**config.mk**
```make
export PLATFORM = sky130hd
export DESIGN_NAME = busy_count_grant_ctrl_flat
export DESIGN_NICKNAME = d
export VERILOG_FILES = /design/src/rtl/busy_count_grant_ctrl_pkg.sv /design/src/rtl/busy_count_grant_ctrl_if.sv /design/src/rtl/busy_count_grant_ctrl_wdog.sv /design/src/rtl/busy_count_grant_ctrl.sv /design/src/flat_wrapper.sv
export SDC_FILE = /design/constraint.sdc
export NUM_CORES = 1
export LEC_CHECK = 0
export ABC_AREA = 1
export CORE_AREA = 2 2 54 56
export DETAILED_ROUTE_END_ITERATION = 16
export DIE_AREA = 0 0 56 58
export GPL_ROUTABILITY_DRIVEN = 0
export PLACE_DENSITY = 0.72
export SYNTH_ARGS = -nofsm -noshare
export SYNTH_HDL_FRONTEND = slang
export SYNTH_SLANG_ARGS = --single-unit
```
**constraint.sdc**
```tcl
create_clock -name clk -period 1.9 [get_ports clk]
set_input_delay 0.38 -clock clk [delete_from_list [all_inputs] [get_ports clk]]
set_output_delay 0.38 -clock clk [all_outputs]
set_load 0.03 [all_outputs]
```
**src/rtl/busy_count_grant_ctrl_pkg.sv**
```systemverilog
// Shared types and default constants for the busy-count grant controller.
// The optional watchdog is enabled by defining BUSY_GNT_TIMEOUT_EN.
package busy_gnt_pkg;

    typedef enum logic [1:0] {
        IDLE  = 2'd0,
        COUNT = 2'd1,
        WAIT  = 2'd2,
        GRANT = 2'd3
    } gnt_state_e;

    localparam int DEF_BUSY_COUNT = 3;
    localparam int DEF_GNT_GAP    = 0;
    localparam int DEF_TIMEOUT    = 64;

    function automatic logic is_active(input gnt_state_e s);
        return (s == COUNT) || (s == WAIT);
    endfunction

endpackage

```
**src/rtl/busy_count_grant_ctrl_if.sv**
```systemverilog
// req/busy/gnt handshake bundle. Handshake: req is a one-cycle request pulse
// (taken in IDLE/GRANT), busy is sampled only while active, gnt answers once.
interface busy_count_grant_ctrl_if #(
    parameter int CNT_W = 7
);
    import busy_gnt_pkg::*;

    logic             req;
    logic             busy;
    logic             gnt;
    logic             active;
    logic [CNT_W-1:0] busy_cnt;
    logic             err_extra;
    logic             err_timeout;
    logic             req_dropped;
    gnt_state_e       state;

    modport master (
        output req, busy,
        input  gnt, active, busy_cnt, err_extra, err_timeout, req_dropped, state
    );

    modport slave (
        input  req, busy,
        output gnt, active, busy_cnt, err_extra, err_timeout, req_dropped, state
    );

endinterface

```
**src/rtl/busy_count_grant_ctrl_wdog.sv**
```systemverilog
// Watchdog counter for the grant controller, built only with BUSY_GNT_TIMEOUT_EN.
// expired is high during the TIMEOUT-th enabled cycle after a clear.
module gnt_timeout_wdog #(
    parameter int TIMEOUT = 64,
    parameter int CNT_W   = $clog2(TIMEOUT + 1)
) (
    input  logic clk,
    input  logic rst,
    input  logic clear,
    input  logic enable,
    output logic expired
);

    logic [CNT_W-1:0] cnt_q;

    always_ff @(posedge clk) begin
        if (rst || clear) begin
            cnt_q <= '0;
        end else if (enable && (cnt_q != CNT_W'(TIMEOUT))) begin
            cnt_q <= cnt_q + CNT_W'(1);
        end
    end

    // cnt_q+1 is the number of the cycle being spent in COUNT/WAIT
    assign expired = enable && (cnt_q == CNT_W'(TIMEOUT - 1));

endmodule

```
**src/rtl/busy_count_grant_ctrl.sv**
```systemverilog
// Grant controller: counts BUSY_COUNT busy cycles, waits GNT_GAP quiet cycles,
// then pulses gnt. Optional watchdog under BUSY_GNT_TIMEOUT_EN.
module busy_count_grant_ctrl
    import busy_gnt_pkg::*;
#(
    parameter int BUSY_COUNT = DEF_BUSY_COUNT,
    parameter int GNT_GAP    = DEF_GNT_GAP,
    parameter int TIMEOUT    = DEF_TIMEOUT,
    parameter int CNT_W      = $clog2(TIMEOUT + 1)
) (
    input  logic                  clk,
    input  logic                  rst,
    busy_count_grant_ctrl_if.slave bus
);

    localparam logic [CNT_W-1:0] BC_C  = CNT_W'(BUSY_COUNT);
    localparam logic [CNT_W-1:0] GAP_C = CNT_W'(GNT_GAP);

    gnt_state_e       state_q, state_d;
    logic [CNT_W-1:0] busy_cnt_q, busy_cnt_d;
    logic [CNT_W-1:0] gap_q, gap_d;
    logic             extra_d, timeout_d, dropped_d;
    logic             wdog_expired;

`ifdef BUSY_GNT_TIMEOUT_EN
    logic wdog_clear;
    logic wdog_enable;

    assign wdog_clear  = ((state_q == IDLE) || (state_q == GRANT)) && bus.req;
    assign wdog_enable = is_active(state_q);

    gnt_timeout_wdog #(
        .TIMEOUT (TIMEOUT),
        .CNT_W   (CNT_W)
    ) u_wdog (
        .clk     (clk),
        .rst     (rst),
        .clear   (wdog_clear),
        .enable  (wdog_enable),
        .expired (wdog_expired)
    );
`else
    assign wdog_expired = 1'b0;
`endif

    always_comb begin
        state_d    = state_q;
        busy_cnt_d = busy_cnt_q;
        gap_d      = gap_q;
        extra_d    = 1'b0;
        timeout_d  = 1'b0;
        dropped_d  = 1'b0;

        case (state_q)
            IDLE, GRANT: begin
                // busy is ignored here, so a req+busy cycle never counts that busy
                if (bus.req) begin
                    state_d    = COUNT;
                    busy_cnt_d = '0;
                end else begin
                    state_d = IDLE;
                end
            end
            COUNT: begin
                dropped_d = bus.req;
                if (bus.busy && (busy_cnt_q != BC_C)) begin
                    busy_cnt_d = busy_cnt_q + CNT_W'(1);
                    if (busy_cnt_d == BC_C) begin
                        if (GNT_GAP == 0) begin
                            state_d = GRANT;
                        end else begin
                            state_d = WAIT;
                            gap_d   = '0;
                        end
                    end
                end
            end
            WAIT: begin
                dropped_d = bus.req;
                if (bus.busy) begin
                    extra_d = 1'b1;
                    state_d = IDLE;
                end else begin
                    gap_d = gap_q + CNT_W'(1);
                    if (gap_d == GAP_C) begin
                        state_d = GRANT;
                    end
                end
            end
            default: begin
                state_d = IDLE;
            end
        endcase

        // Expiry only bites if the request would otherwise stay in flight,
        // so a grant or a busy-in-WAIT error on the same edge takes precedence.
        if (wdog_expired && is_active(state_q) && is_active(state_d)) begin
            timeout_d = 1'b1;
            state_d   = IDLE;
        end
    end

    always_ff @(posedge clk) begin
        if (rst) begin
            state_q         <= IDLE;
            busy_cnt_q      <= '0;
            gap_q           <= '0;
            bus.gnt         <= 1'b0;
            bus.active      <= 1'b0;
            bus.err_extra   <= 1'b0;
            bus.err_timeout <= 1'b0;
            bus.req_dropped <= 1'b0;
        end else begin
            state_q         <= state_d;
            busy_cnt_q      <= busy_cnt_d;
            gap_q           <= gap_d;
            bus.gnt         <= (state_d == GRANT);
            bus.active      <= is_active(state_d);
            bus.err_extra   <= extra_d;
            bus.err_timeout <= timeout_d;
            bus.req_dropped <= dropped_d;
        end
    end

    assign bus.busy_cnt = busy_cnt_q;
    assign bus.state    = state_q;

endmodule

```
**src/flat_wrapper.sv**
```systemverilog
// flat-port wrapper written by rule: the top's interface ports become plain ports
module busy_count_grant_ctrl_flat import busy_gnt_pkg::*;
#(
    parameter int BUSY_COUNT = DEF_BUSY_COUNT,
    parameter int GNT_GAP    = DEF_GNT_GAP,
    parameter int TIMEOUT    = DEF_TIMEOUT,
    parameter int CNT_W      = $clog2(TIMEOUT + 1)
)
  (clk, rst, bus_req, bus_busy, bus_gnt, bus_active, bus_busy_cnt, bus_err_extra, bus_err_timeout, bus_req_dropped, bus_state);
  busy_count_grant_ctrl_if #(.CNT_W(CNT_W)) bus_i ();
  input  logic clk;
  input  logic rst;
  input wire logic [$bits(bus_i.req)-1:0] bus_req;
  input wire logic [$bits(bus_i.busy)-1:0] bus_busy;
  output wire logic [$bits(bus_i.gnt)-1:0] bus_gnt;
  output wire logic [$bits(bus_i.active)-1:0] bus_active;
  output wire logic [$bits(bus_i.busy_cnt)-1:0] bus_busy_cnt;
  output wire logic [$bits(bus_i.err_extra)-1:0] bus_err_extra;
  output wire logic [$bits(bus_i.err_timeout)-1:0] bus_err_timeout;
  output wire logic [$bits(bus_i.req_dropped)-1:0] bus_req_dropped;
  output wire logic [$bits(bus_i.state)-1:0] bus_state;
  assign bus_i.req = bus_req;
  assign bus_i.busy = bus_busy;
  assign bus_gnt = bus_i.gnt;
  assign bus_active = bus_i.active;
  assign bus_busy_cnt = bus_i.busy_cnt;
  assign bus_err_extra = bus_i.err_extra;
  assign bus_err_timeout = bus_i.err_timeout;
  assign bus_req_dropped = bus_i.req_dropped;
  assign bus_state = bus_i.state;
  busy_count_grant_ctrl #(.BUSY_COUNT(BUSY_COUNT), .GNT_GAP(GNT_GAP), .TIMEOUT(TIMEOUT), .CNT_W(CNT_W)) u_core (.clk(clk), .rst(rst), .bus(bus_i));
endmodule
```
==> flow_summary.toml <==
[drt]
ant_nets = 0
avgRoutedWirePerCell_um = 10.9
routed_via_density = 4.88
drt_iter0_drc = 22
wl_mm = 2.48
drc = 0
vias = 1113
firstDrtPassIters = 4

[synth]
yosys_warnings = 0
synth_cell_type_count = 21
seq_area_frac_synth = 0.351
synth_cells = 174
synth_edf_count = 0
synth_ff_type = "dfxtp_1"
ys_ff_latch = 20
syn_area_per_cell_sq_um = 6.56
synth-async-reset-ratio = 0
syn_nets = 184
synthesis.area_sq_um = 1140

[power_and_ir_drop]
power.leakage_nw = 0.735
powerDensity_nw_per_um2 = 716
finalPower_w = 0.00105
peakVddDrop_v = 0.000477

[grt]
overflow = 0
antenna_found_initial = 0
use_met3 = 0.0335
busiest_layer = "met2"
use_met2 = 0.286
grt_max_degree = 14
grt_pass1_wl_mm = 4.30
met1_usage = 0.199
track_usage = 0.168
grt_pass1_vias = 1055

[finish]
area_delta_synth_final_pct = 28.8
multi_input_area_sq_um = 632
antennaDiodeCount = 0
final_common_cell = "nand2_1"
fillCellCount = 266
utilization = 0.552
drive_above_1_share = 0.137
stdcell_count = 228
regArea_sq_um = 409
design_area_sq_um = 1470
nets = 208
final_cell_mix = "nand2_1 (39), inv_1 (32), nor2_1 (24)"

[clock_tree]
ctsLongestPathBuffers = 2
clock_latency_ns = 0.31
clk_pin_slew_worst_paths_ns = 0.12
cts-root-buf = "clkbuf_4"
h-tree-depth = 1
postCtsHoldBufs = 0
cts_num_sinks = 20
numCtsBuffers = 3
cts_tree = "done"

[critical_path]
startpoint_type = "register"
crit_path_top_delay_cell = "clkdlybuf4s50_1"
rr_startpoint = "u_core.bus.state[0]$_SDFF_PP0_"
cp_data_required_time_ns = 1.52
critPathKind = "reg2out"
reg2reg_to = "u_core.bus.busy_cnt[1]$_SDFFE_PP0P_"
reg2reg_setup_slack_ns = 0.16
crit_chain = "clkdlybuf4s50_1"
critPathMaxFanout = 5
critical_path_buf_inv_count = 1
crit_family = "buffers and inverters"
cp.arrival_ns = 1.42
cp-end-kind = "primary output"
slowest_delay_ns = 0.70
worstRegToRegCells = 8

[floorplanning]
die_h_um = 58
die_w_um = 56
placementRows = 19
die_area_sq_um = 3250
core_sq_um = 2660
initial_core_util = 0.429
io_pins = 18

[place]
dp_hpwl_mm = 1.90
place_area_sq_um = 1360
place_inst = 223
portBuffers = 16

[min_path]
min-delay-start = "u_core.gap_q[2]$_SDFFE_PP0P_"
min_path_cells = 2
hold_path_class = "reg2reg"
holdPathEnd = "u_core.gap_q[2]$_SDFFE_PP0P_"

[timing]
finalHoldViolCount = 0
clock_skew_ns = 0.000607
period_share = 0.946
setup_viol = 0
fmax_mhz = 557
finalCriticalPeriod_ns = 1.80
tns_ns = 0
rsz0062_at_grt = "true"
maxSlewViolCount = 0

[job]
cap_viol_max_count = 0

[run_status]
status = "finished clean"
## worst max path at each step
stage | startpoint | endpoint | slack, ns | cells past startpoint
after floorplan | u_core.bus.state[1]$_SDFF_PP0_ | u_core.bus.active$_SDFF_PP0_ | 0.04 | 10
after global placement | bus_busy | u_core.bus.active$_SDFF_PP0_ | 0.10 | 12
after detailed placement | bus_busy | u_core.bus.active$_SDFF_PP0_ | 0.07 | 12
after CTS | u_core.bus.busy_cnt[2]$_SDFFE_PP0P_ | bus_busy_cnt[2] | 0.02 | 1
after global routing | u_core.bus.busy_cnt[0]$_SDFFE_PP0P_ | u_core.bus.active$_SDFF_PP0_ | -0.02 | 16
final | u_core.bus.busy_cnt[3]$_SDFFE_PP0P_ | bus_busy_cnt[3] | 0.10 | 1
## metrics by stage
stage / hold slack [ns] / worst slack [ns]
5_1_grt: 0.530 / -0.0175
3_3_place_gp: 0.463 / 0.100
6_report: 0.497 / 0.103
2_1_floorplan: 0.448 / 0.0374
4_1_cts: 0.500 / 0.0168
3_5_place_dp: 0.482 / 0.0725
## sequential cells by signal, summed over array words and instances (netlist names)
| name | cells |
|---|---|
| u_core.bus.state | 2 |
| u_core.bus.err_extra | 1 |
| u_core.bus.gnt | 1 |
| u_core.bus.req_dropped | 1 |
| u_core.gap_q | 7 |
| u_core.bus.busy_cnt | 7 |
| u_core.bus.active | 1 |
## power breakdown
part / leakage [nW] / total, W / switching, W / internal, W
Combinational: 0.542 / 0.000234 / 0.000143 / 0.0000903
Sequential: 0.166 / 0.000465 / 0.0000227 / 0.000442
Clock: 0.0279 / 0.000354 / 0.000141 / 0.000213
## cell type report
class                           instances  share of cell area
Clock buffer                            3              0.0153
Clock inverter                          1              0.0204
Inverter                               32              0.0817
Multi-Input combinational cell        118               0.430
Sequential cell                        20               0.278
Tap cell                               31              0.0264
Timing Repair Buffer                   23               0.148
## metal layers
metal  vias up  part of all wire
met1       497              0.47
met4         0             0.021
met5         -                 0
li1        587                 -
met2        24              0.48
met3         5             0.031
## Yosys cell counts, types with 3 or more instances
library cell | count | area, sq um
inv_1 | 32 | 120
a211oi_1 | 5 | 37.5
nand2_1 | 40 | 150
o21ai_1 | 3 | 15.0
a21oi_1 | 12 | 60.1
nor2_1 | 24 | 90.1
o21ai_0 | 7 | 35.0
dfxtp_1 | 20 | 400
nor2_2 | 3 | 18.8
nand3_1 | 8 | 40.0
nand2_2 | 3 | 18.8
ha_1 | 6 | 75.1
## logic make-up after synthesis
family,synth area share
other cells,0.00329
simple gates,0.297
compound gates,0.144
xor+xnor,0.00768
flops,0.351
fa+ha+maj,0.0658
buf+inv,0.132
## tightest hold or removal path, cell delays in order, from the launching register on
cell	delay, ns
dfxtp_2	0.37
inv_1	0.05
a21oi_1	0.05
## what timing repair did
| action | 4_1_cts | 5_1_grt |
|---|---|---|
| setup endpoints to repair | 0 | 5 |
| gates resized for setup | 0 | 15 |
| setup buffers | 0 | 1 |
Note: power is estimated with default switching activity, not from simulation.
